## src/rtl/normal_transform.sv

```systemverilog
// rtl/normal_transform.sv - 3x3 matrix transform of vertex normals, one fixed-point MAC per cycle
package normal_transform_pkg;
    typedef logic signed [31:0] FixedPoint_t;

    typedef struct packed {
        FixedPoint_t x;
        FixedPoint_t y;
        FixedPoint_t z;
        FixedPoint_t w;
    } Vector4_t;

    localparam FixedPoint_t FP_ONE = 32'sh0001_0000;

    // Q16.16: full signed product, arithmetic shift right by 16, keep the low 32 bits (wraps)
    function automatic FixedPoint_t fixed_point_multiply(input FixedPoint_t a, input FixedPoint_t b);
        logic signed [63:0] p;
        p = a * b;
        return p[47:16];
    endfunction

    function automatic FixedPoint_t fixed_point_add(input FixedPoint_t a, input FixedPoint_t b);
        return a + b;
    endfunction
endpackage

module normal_transform
    import normal_transform_pkg::*;
(
    input  logic        i_clk,
    input  logic        i_reset_n,
    input  logic        i_valid,
    output logic        o_ready,
    input  Vector4_t    i_normal,
    input  Vector4_t    i_colour,
    input  logic        i_matrix_we,
    input  logic [1:0]  i_matrix_row_index,
    input  Vector4_t    i_matrix_row,
    output logic        o_valid,
    input  logic        i_ready,
    output Vector4_t    o_normal,
    output Vector4_t    o_colour
);
    typedef enum logic [1:0] {IDLE, MAC, DONE} state_t;

    state_t      state, state_next;
    logic        live;
    logic [3:0]  term;
    logic [1:0]  row_sel, col_sel;
    logic        accept;
    FixedPoint_t matrix [3][3];
    FixedPoint_t work   [3][3];
    FixedPoint_t nrm    [3];
    FixedPoint_t acc    [3];
    FixedPoint_t product, mac_sum;
    Vector4_t    colour_q;

    // live holds o_ready low until the first edge with reset released
    assign o_ready = (state == IDLE) && live;
    assign o_valid = (state == DONE);
    assign accept  = i_valid && o_ready;

    always_comb begin
        row_sel = 2'd0;
        col_sel = 2'd0;
        case (term)
            4'd0: begin row_sel = 2'd0; col_sel = 2'd0; end
            4'd1: begin row_sel = 2'd0; col_sel = 2'd1; end
            4'd2: begin row_sel = 2'd0; col_sel = 2'd2; end
            4'd3: begin row_sel = 2'd1; col_sel = 2'd0; end
            4'd4: begin row_sel = 2'd1; col_sel = 2'd1; end
            4'd5: begin row_sel = 2'd1; col_sel = 2'd2; end
            4'd6: begin row_sel = 2'd2; col_sel = 2'd0; end
            4'd7: begin row_sel = 2'd2; col_sel = 2'd1; end
            4'd8: begin row_sel = 2'd2; col_sel = 2'd2; end
            default: begin row_sel = 2'd0; col_sel = 2'd0; end
        endcase
    end

    assign product = fixed_point_multiply(work[row_sel][col_sel], nrm[col_sel]);
    assign mac_sum = fixed_point_add(acc[row_sel], product);

    always_comb begin
        state_next = state;
        case (state)
            IDLE:    if (accept) state_next = MAC;
            MAC:     if (term == 4'd8) state_next = DONE;
            DONE:    if (i_ready) state_next = IDLE;
            default: state_next = IDLE;
        endcase
    end

    always_ff @(posedge i_clk) begin
        if (!i_reset_n) begin
            state    <= IDLE;
            live     <= 1'b0;
            term     <= 4'd0;
            o_normal <= '0;
            o_colour <= '0;
            colour_q <= '0;
            for (int r = 0; r < 3; r++) begin
                acc[r] <= '0;
                nrm[r] <= '0;
                for (int c = 0; c < 3; c++) begin
                    matrix[r][c] <= (r == c) ? FP_ONE : '0;
                    work[r][c]   <= '0;
                end
            end
        end else begin
            state <= state_next;
            live  <= 1'b1;
            // Nonblocking: an acceptance on the same edge snapshots the pre-write matrix
            if (i_matrix_we && i_matrix_row_index != 2'd3) begin
                matrix[i_matrix_row_index][0] <= i_matrix_row.x;
                matrix[i_matrix_row_index][1] <= i_matrix_row.y;
                matrix[i_matrix_row_index][2] <= i_matrix_row.z;
            end
            if (accept) begin
                work     <= matrix;
                nrm[0]   <= i_normal.x;
                nrm[1]   <= i_normal.y;
                nrm[2]   <= i_normal.z;
                colour_q <= i_colour;
                term     <= 4'd0;
                for (int r = 0; r < 3; r++) acc[r] <= '0;
            end else if (state == MAC) begin
                acc[row_sel] <= mac_sum;
                term         <= term + 4'd1;
                if (term == 4'd8) begin
                    o_normal <= {acc[0], acc[1], mac_sum, 32'sd0};
                    o_colour <= colour_q;
                end
            end
        end
    end
endmodule

```

## config.mk

```make
export PLATFORM = sky130hd
export DESIGN_NAME = normal_transform
export DESIGN_NICKNAME = d
export VERILOG_FILES = /design/src/rtl/normal_transform.sv
export SDC_FILE = /design/constraint.sdc
export NUM_CORES = 2
export LEC_CHECK = 0
export CORE_ASPECT_RATIO = 1.1
export CORE_UTILIZATION = 60
export DETAILED_ROUTE_END_ITERATION = 8
export PLACE_DENSITY = 0.83
export SLEW_MARGIN = 20
export SYNTH_ARGS = -nofsm -noshare
export SYNTH_HDL_FRONTEND = slang
export SYNTH_SLANG_ARGS = --single-unit
```

## constraint.sdc

```tcl
create_clock -name i_clk -period 20.4 [get_ports i_clk]
set_input_delay 2.04 -clock i_clk [delete_from_list [all_inputs] [get_ports i_clk]]
set_output_delay 2.04 -clock i_clk [all_outputs]
set_load 0.05 [all_outputs]
```

==> summary.txt <==
Run status
  – Status: completed

Floorplan
  – Starting Density: 60.8%
  – Die Span Y: 368 um
  – Die area: 123000 sq um
  – Cell row count: 133
  – Core area: 120000 sq um
  – I/O pins: 649
  – Die W: 335 um

Clocking
  – CTS Sinks: 1163
  – Clk Latency, worst-skew pair: 0.74 ns
  – Max Root-Sink Buffers: 3
  – Hold_buf cts: 0
  – TritonCTS Buffers: 110
  – CTS resizes: 0
  – Clock transition at path regs: 0.07 ns
  – CTS H-tree lvls: 3
  – Root Buffer: clkbuf_16
  – CTS tree: done
  – Post-CTS setup buffer count: 0

Setup path
  – Slowest-stage cell, CP: o21a_1
  – Worst-path fanout max: 42
  – CP required: 21.01 ns
  – Max incr delay on CP: 1.00 ns
  – Startpoint types: flop
  – CP arrival: 14.68 ns
  – CP Capture Type: flop
  – WS Path Type: flop to flop
  – CP dominant cell by count: a21oi_1

Global routing
  – Number of global-route vias before repair: 57994
  – Grt ovf: 0
  – Initial antenna violation count: 15
  – Total GRT Usage: 36.0%
  – First-pass GRT wire length: 336000 um
  – Largest net degree at the start of global routing: 196

Synth
  – Syn_area_per_cell: 9.68 sq um
  – Post-synth top cells: nand2_1 (1498), dfxtp_1 (939), inv_1 (859)
  – Ys async rst share: 0%
  – Cell with the most instances after synthesis: nand2_1
  – Seq cells post-synth: 1163
  – Number of synthesized flops with an enable pin: 224
  – Synth Cell Area: 73000 sq um
  – Distinct cell type count after synthesis: 84
  – Synth warn: 0
  – Prevailing post-synth register cell: dfxtp_1
  – Post-synth top area share: 25.8%
  – Top cells by area, synth: dfxtp_1 (26%), fa_1 (23%), edfxtp_1 (9.2%)
  – Register area share after synthesis: 35.0%
  – Dominant cell type by area after synthesis: dfxtp_1
  – Post-synthesis cell count: 7537

Power
  – Cell Pwr Density: 128 nW/um^2
  – Static leakage: 0.0345 uW
  – Pwr Total: 10700 uW
  – Worst VDD drop: 0.322 mV

STA
  – Setup TNS: 0 ns
  – Max Clock Skew: 0.0327 ns
  – Fin. Hold Viols: 0
  – Relative slew slack: 18.5%
  – Period utilization: 68.9%
  – RSZ-0062 raised after global routing: false
  – Final Max Slew Viols: 0
  – Worst Slack Setup Final: 6.34 ns
  – Achievable frequency: 71.1 MHz
  – Actual slew at the worst max-slew pin: 1.22 ns
  – Crit path time final: 14.06 ns
  – Final Setup Violations: 0

Layout
  – Layout net count: 9260
  – Share of cells above drive strength 1: 5.41%
  – Final instance area: 83300 sq um
  – Filler Cell Count: 8848
  – Area Growth Syn to Fin: 14.1%
  – Post-layout util: 69.3%

Placed design
  – Post-DP HPWL: 157000 um
  – GPL Wtd Cong: 0.980
  – Placed cell area: 79500 sq um
  – Port buffer count: 552
  – Dpl ws: 6.57 ns

Drt
  – Vias/cell: 5.94
  – Initial drt markers: 5512
  – DRC: 0
  – Antenna Nets Post-Route: 0
  – Detailed-route via count: 56786
  – WL per Instance: 23.3 um
  – DR pass1 iterations: 6
  – DRT Wirelength: 222000 um

Job
  – Max_cap viols: 0

Hold path
  – Hold Path Class: flop to flop
[cell type report]
class / instances / area, sq um / share of cell area, %
Timing Repair Buffer: 675 / 6480 / 7.77
Inverter: 862 / 3240 / 3.89
Antenna cell: 7 / 17.5 / 0.0210
Multi-Input combinational cell: 5018 / 42300 / 50.7
Tap cell: 1620 / 2030 / 2.43
Clock buffer: 166 / 3240 / 3.89
Clock inverter: 42 / 505 / 0.607
Sequential cell: 1163 / 25500 / 30.7
[state kept, by name (all words and copies together), names as in the netlist, 4 cells and up]
register / cells
nrm: 96
matrix: 288
colour_q: 128
o_normal: 96
term: 4
work: 288
acc: 128
o_colour: 128
[layer usage]
metal / vias to the layer above / share of wire (%) / global-route usage [%]
met5: - / 0.029 / 0
met4: 10 / 7.0 / 22.0
met3: 848 / 12 / 10.5
met2: 3300 / 45 / 55.9
met1: 27951 / 36 / 44.3
li1: 24677 / - / -
[stage by stage]
step                hold slack (ns)  instances
floorplan                     0.441       7568
finish                        0.433       9553
CTS                           0.430       9545
detailed placement            0.449       9337
global route                  0.446       9550
global placement              0.447       9337
[where the power goes]
group / switching [uW] / internal [uW] / total [uW]
logic: 3910 / 2030 / 5930
clock network: 911 / 1190 / 2100
registers: 48.3 / 2610 / 2660
total: 4860 / 5830 / 10700
[worst max-delay path, delay by kind of cell, from the launching register on]
family | cells | cell delay (ns)
flip-flops | 1 | 0.76
buffers and inverters | 7 | 1.72
AO/OA/AOI/OAI | 20 | 5.82
AND/OR/NAND/NOR | 3 | 0.45
XOR/XNOR | 3 | 0.84
adder cells (fa/ha/maj) | 10 | 3.90
multiplexers | 1 | 0.26
[cells in the final DEF (no fill, tap or decap), drive strengths merged, types with 15 or more instances in the layout]
master	instances
clkbuf	166
mux2	52
nor2	617
a22o	416
clkinv	26
nand2	1499
clkdlybuf4s50	551
inv	866
xnor2	70
xor2	33
mux4	32
a221o	38
conb	32
o21a	37
a21oi	76
o21bai	15
and2	140
ha	200
edfxtp	224
o21ai	153
dfxtp	939
a21o	48
mux2i	77
fa	839
buf	124
nand3	18
a21boi	482
[final timing paths]
| check | slack, ns | cells after the start | from | endpoint |
|---|---|---|---|---|
| setup / recovery | 6.34 | 44 | row_sel[1]$_DFF_P_ | o_normal[63]$_SDFFE_PN0P_ |
| hold / removal | 0.43 | 1 | matrix[220]$_SDFFE_PN0P_ | work[220]$_SDFFE_PN0P_ |
| setup reg to reg | 6.34 | 44 | row_sel[1]$_DFF_P_ | o_normal[63]$_SDFFE_PN0P_ |
| hold reg to reg | 0.43 | 1 | matrix[220]$_SDFFE_PN0P_ | work[220]$_SDFFE_PN0P_ |
[logic make-up (layout without fill, tap and decap cells)]
kind of cell	Yosys count	after routing	share of synthesized area (%)
AOI/OAI and AO/OA	1347	1347	14.2
xor gates and xnor gates	105	105	1.33
adders and majority gates	1039	1039	26.4
buffers and inverters	1387	1745	7.43
DFF	1163	1163	35.0
muxes	161	161	2.86
other	1	39	0.00514
and+or+nand+nor	2334	2334	12.8
No activity file was read; power rests on OpenSTA's default activity.
